[src/rtl/gf3347_pkg.sv]
// Shared constants and types for the GF(3347) arithmetic datapath.
package gf3347_pkg;
  typedef logic [11:0] elem_t;
  typedef logic [23:0] prod_t;

  localparam int          Q_W = 12;
  localparam int          K   = 12;
  localparam elem_t       Q   = 12'd3347;
  localparam logic [12:0] MU  = 13'd5012;
  localparam elem_t       EXP = 12'hD11;

  typedef enum logic [1:0] {
    IDLE = 2'd0,
    SQR  = 2'd1,
    MUL  = 2'd2,
    DONE = 2'd3
  } state_e;
endpackage

[src/rtl/barrett_modmul_3347.sv]
// Combinational x*y mod 3347 using a Barrett estimate and up to three
// corrective subtractions.
module barrett_modmul_3347 import gf3347_pkg::*; (
  input  logic [11:0] x,
  input  logic [11:0] y,
  output logic [11:0] z
);
  prod_t       p;
  logic [24:0] est;
  elem_t       t;
  prod_t       tq;
  prod_t       r;

  always_comb begin
    p   = prod_t'(x) * prod_t'(y);
    est = 25'(p >> K) * 25'(MU);
    t   = elem_t'(est >> K);
    tq  = prod_t'(t) * prod_t'(Q);
    // The estimate never overshoots, so r is non-negative and below 4Q.
    r   = p - tq;
    if (r >= prod_t'(Q)) r = r - prod_t'(Q);
    if (r >= prod_t'(Q)) r = r - prod_t'(Q);
    if (r >= prod_t'(Q)) r = r - prod_t'(Q);
    z   = elem_t'(r);
  end
endmodule

[src/rtl/modinv_3347.sv]
// Modular inverse mod 3347 via Fermat exponentiation a^3345, left-to-right
// square-and-multiply, one shared Barrett multiplier.
//
//   state | meaning
//   IDLE  | ready for an operand
//   SQR   | acc <= acc^2 for exponent bit bit_idx
//   MUL   | acc <= acc*base, exponent bit bit_idx was set
//   DONE  | result presented until out_ready
module modinv_3347 import gf3347_pkg::*; (
  input  logic        clk,
  input  logic        rst_n,
  input  logic        in_valid,
  output logic        in_ready,
  input  logic [11:0] din_a,
  output logic        out_valid,
  input  logic        out_ready,
  output logic [11:0] dout_r,
  output logic        dout_err
);
  state_e      state_q, state_d;
  elem_t       acc_q, acc_d;
  elem_t       base_q, base_d;
  logic [3:0]  bit_q, bit_d;
  logic        err_q, err_d;
  elem_t       mm_y, mm_z;

  assign mm_y = (state_q == MUL) ? base_q : acc_q;

  barrett_modmul_3347 u_modmul (
    .x (acc_q),
    .y (mm_y),
    .z (mm_z)
  );

  always_comb begin
    state_d = state_q;
    acc_d   = acc_q;
    base_d  = base_q;
    bit_d   = bit_q;
    err_d   = err_q;
    case (state_q)
      IDLE: begin
        if (in_valid) begin
          if (din_a != '0 && din_a < Q) begin
            base_d  = din_a;
            acc_d   = 12'd1;
            bit_d   = 4'd11;
            err_d   = 1'b0;
            state_d = SQR;
          end else begin
            acc_d   = '0;
            err_d   = 1'b1;
            state_d = DONE;
          end
        end
      end
      SQR: begin
        acc_d = mm_z;
        if (EXP[bit_q])          state_d = MUL;
        else if (bit_q == 4'd0)  state_d = DONE;
        else                     bit_d   = bit_q - 4'd1;
      end
      MUL: begin
        acc_d = mm_z;
        if (bit_q == 4'd0) begin
          state_d = DONE;
        end else begin
          bit_d   = bit_q - 4'd1;
          state_d = SQR;
        end
      end
      DONE: begin
        if (out_ready) state_d = IDLE;
      end
      default: state_d = IDLE;
    endcase
  end

  always_ff @(posedge clk or negedge rst_n) begin
    if (!rst_n) begin
      state_q <= IDLE;
      acc_q   <= '0;
      base_q  <= '0;
      bit_q   <= '0;
      err_q   <= 1'b0;
    end else begin
      state_q <= state_d;
      acc_q   <= acc_d;
      base_q  <= base_d;
      bit_q   <= bit_d;
      err_q   <= err_d;
    end
  end

  assign in_ready  = (state_q == IDLE);
  assign out_valid = (state_q == DONE);
  assign dout_r    = out_valid ? acc_q : '0;
  assign dout_err  = out_valid & err_q;
endmodule

[config.mk]
export PLATFORM = sky130hd
export DESIGN_NAME = modinv_3347
export DESIGN_NICKNAME = d
export VERILOG_FILES = /design/src/rtl/gf3347_pkg.sv /design/src/rtl/barrett_modmul_3347.sv /design/src/rtl/modinv_3347.sv
export SDC_FILE = /design/constraint.sdc
export NUM_CORES = 1
export LEC_CHECK = 0
export BUFFER_PORTS_ARGS = -buffer_cell sky130_fd_sc_hd__buf_2
export CORE_MARGIN = 2
export CORE_UTILIZATION = 50
export CTS_CLUSTER_DIAMETER = 50
export DETAILED_ROUTE_END_ITERATION = 10
export PLACE_DENSITY_LB_ADDON = 0.15
export SLEW_MARGIN = 20
export SYNTH_ARGS = -nofsm -noshare
export SYNTH_HDL_FRONTEND = slang
export SYNTH_SLANG_ARGS = --single-unit
export TNS_END_PERCENT = 20
[constraint.sdc]
create_clock -name clk -period 57 [get_ports clk]
set_input_delay 0 -clock clk [delete_from_list [all_inputs] [get_ports clk]]
set_output_delay 0 -clock clk [all_outputs]
set_load 0.01 [all_outputs]
==> reports/metrics.cfg <==
[logic_synthesis]
yosysSeqAreaShare_pct=5.31
syn_area_per_cell_um2=8.17
ys.flop_type=dfrtp_1
postSynthNetCount=2201
synth_cells=1790
synth_cell_type_count=92
yosys_warnings=0
synth_seq_cells=31
netlist_area_um2=14600
synthArstFlopShare_pct=100
synth_edf_count=0

[run_status]
status=finished, final reports clean

[sta]
final.setup.tns_ns=0
worst_slew_pin_slew_ns=1.08
post-route-min-period_ns=22.00
fin_skew_ns=0.00146
hold_violations=0
rsz0062_at_grt=no
slew-limit-headroom_pct=26.1
max_freq_mhz=45.4
final-max-slew-violation-count=0
fin_crit_sh_pct=38.6
setup_viol=0

[clock_tree]
cts_tree=built
clk_latency_ns=0.27
ctsResizeCount=0
postCtsSetupRepairBufs=0
htree_levels=2
cts_sinks=31
clkTransAtPathRegs_ns=0.05
clockBufferDepth=2
cts_buffers=5
cts_root_buffer=clkbuf_16

[worst_setup_path]
reg2reg_setup_slack_ns=35.00
worstSetupPathType=reg2reg
r2r-end=acc_q[11]
critPathMaxFanout=17
crit_start=state_q[0]
rr_worst_depth=79
cpPeakStageDelay_ns=0.79
arrival_ns=22.16
cpMaxStageDelayCell=nor2_1
critPathRequiredTime_ns=57.15
critPathMostFrequentCell=inv_1
start_kind=flip-flop
worstSetupEndpointType=flip-flop
regToRegStartpoint=state_q[0]

[placed_design]
gp_routability_congestion=0.900
hpwl_mm=30.8
port-buffer-count=30

[floorplan]
core_area_um2=28800
start_util_pct=50.8
fp-row-count=62
die_h_um=175
ioPinCount=31
die_area_um2=30600
die_w_um=175

[global_routing]
grt_pass1_vias=12374
antenna_found_initial=0
grt_max_degree=32
grt_pass1_wl_mm=61.7
track_usage_pct=24.5
grt_util_met2_pct=42.3
top_usage_layer=met2
grt_use_met3_pct=1.33
grt_use_met1_pct=33.9
overflow=0

[cells_and_area]
syn2layout_area_growth_pct=4.37
num_antenna_cells=0
final_layout_size_suffix_gt1_share_pct=5.72
nNetsFinal=2192
fillers=2757

[worst_hold_path]
holdCritPathClass=in2reg
hold-path-endpoint=base_q[1]
min_from=din_a[1]
min_path_cells=2

[route]
detail-route-antenna-nets=0
drt_first_pass_iters=5
drc=0
wl_mm=36.4
wl_per_cell_um=16.8
viasPerCell=5.64
drt_iter0_markers=875
dr_total_vias=12208

[job]
max_cap_violations=0

cell usage after synthesis, types with 7 or more instances:
| master | instances | share of area [%] |
|---|---|---|
| a211oi_1 | 12 | 0.62 |
| a21o_1 | 29 | 1.5 |
| a21oi_1 | 89 | 3.0 |
| a31oi_1 | 16 | 0.68 |
| and2_1 | 74 | 3.2 |
| and3_1 | 14 | 0.60 |
| and4_1 | 8 | 0.48 |
| buf_2 | 7 | 0.24 |
| clkbuf_1 | 42 | 1.1 |
| dfrtp_1 | 31 | 5.3 |
| fa_1 | 172 | 24 |
| ha_1 | 223 | 19 |
| inv_1 | 356 | 9.1 |
| mux2_2 | 25 | 1.9 |
| nand2_1 | 168 | 4.3 |
| nand2b_1 | 10 | 0.43 |
| nand3_1 | 38 | 1.3 |
| nand4_1 | 13 | 0.56 |
| nor2_1 | 72 | 1.8 |
| nor2b_1 | 7 | 0.30 |
| nor3_1 | 18 | 0.62 |
| o211ai_1 | 14 | 0.72 |
| o21a_1 | 21 | 1.1 |
| o21ai_0 | 52 | 1.8 |
| o21ai_1 | 13 | 0.44 |
| o21bai_1 | 12 | 0.62 |
| o31ai_1 | 8 | 0.41 |
| or3_1 | 12 | 0.51 |
| xnor2_1 | 58 | 3.5 |
| xor2_1 | 28 | 1.7 |
flip-flops by register name, summed over array words and instances (netlist names):
register / flops
acc_q: 12
base_q: 12
bit_q: 4
err_q: 1
state_q: 2
cells by family (layout without fill, tap and decap cells):
| logic type | count (synthesis) | count (layout) | synth area share (%) |
|---|---|---|---|
| AOI/OAI and AO/OA | 361 | 361 | 17.2 |
| xor gates and xnor gates | 86 | 86 | 5.15 |
| adders and majority gates | 395 | 395 | 42.6 |
| buffers and inverters | 414 | 406 | 11.0 |
| DFF | 31 | 31 | 5.31 |
| muxes | 30 | 30 | 2.27 |
| and+or+nand+nor | 473 | 473 | 16.4 |
worst max-delay path: cells and delay by family (launching register included):
kind                     cells  cell delay, ns
multiplexers                 1            0.46
buffers and inverters       14            1.05
flip-flops                   1            0.41
AO/OA/AOI/OAI               26            5.81
AND/OR/NAND/NOR             13            3.60
adder cells (fa/ha/maj)     21            8.79
XOR/XNOR                     4            1.75
layout make-up:
type	instances	area, um2	area share, %
inverter	356	1340	8.76
tap	384	480	3.15
clock inverter	2	35.0	0.230
sequential	31	776	5.08
multi-input combinational	1345	12200	80.2
clock buffer	6	139	0.910
timing repair buffer	42	260	1.71
per-stage QoR:
step	hold slack (ns)	util [%]	instances	setup slack (ns)	area (um2)
after floorplan	-0.296	-	1790	37.97	14600
after global placement	0.0863	52.1	2150	35.89	15000
after detailed placement	0.0775	52.1	2150	35.35	15000
after CTS	0.00373	53.0	2166	35.25	15300
after global routing	0.0146	53.0	2166	33.42	15300
final	0.00327	53.0	2166	35.00	15300
per-layer routing:
layer	vias up	routed length, um	share of wire (%)
li1	5948	-	-
met1	5900	17000	47
met2	308	17200	47
met3	52	1460	4.0
met4	0	741	2.0
met5	-	0	0
how the worst max path moves through the flow:
stage                endpoint  slack [ns]
global placement    acc_q[11]       35.89
detailed placement  acc_q[11]       35.35
global route         acc_q[1]       33.42
floorplan            acc_q[6]       37.97
CTS                 acc_q[11]       35.25
finish              acc_q[11]       35.00
layout by cell type (no fill, tap or decap), drive strengths merged, types with 7 or more instances in the layout:
| cell | n |
|---|---|
| inv | 356 |
| ha | 223 |
| fa | 172 |
| nand2 | 168 |
| a21oi | 90 |
| and2 | 74 |
| nor2 | 73 |
| o21ai | 66 |
| xnor2 | 58 |
| nand3 | 38 |
| buf | 34 |
| dfrtp | 31 |
| a21o | 29 |
| xor2 | 28 |
| mux2 | 25 |
| o21a | 21 |
| nor3 | 19 |
| a31oi | 17 |
| a211oi | 17 |
| o211ai | 15 |
| and3 | 14 |
| nand4 | 13 |
| or3 | 13 |
| o21bai | 12 |
| nand2b | 10 |
| o31ai | 9 |
| and4 | 8 |
| dlygate4sd3 | 8 |
| or2 | 8 |
| nor2b | 7 |
| or4 | 7 |
| o221ai | 7 |
what timing repair did:
action,in CTS,in global routing
hold buffers,8,0
hold endpoints to repair,38,0
setup endpoints to repair,0,0
Power is left out: the tool's default activity adds up to more than one toggle a clock period on the data nets, which glitch-free logic cannot reach.
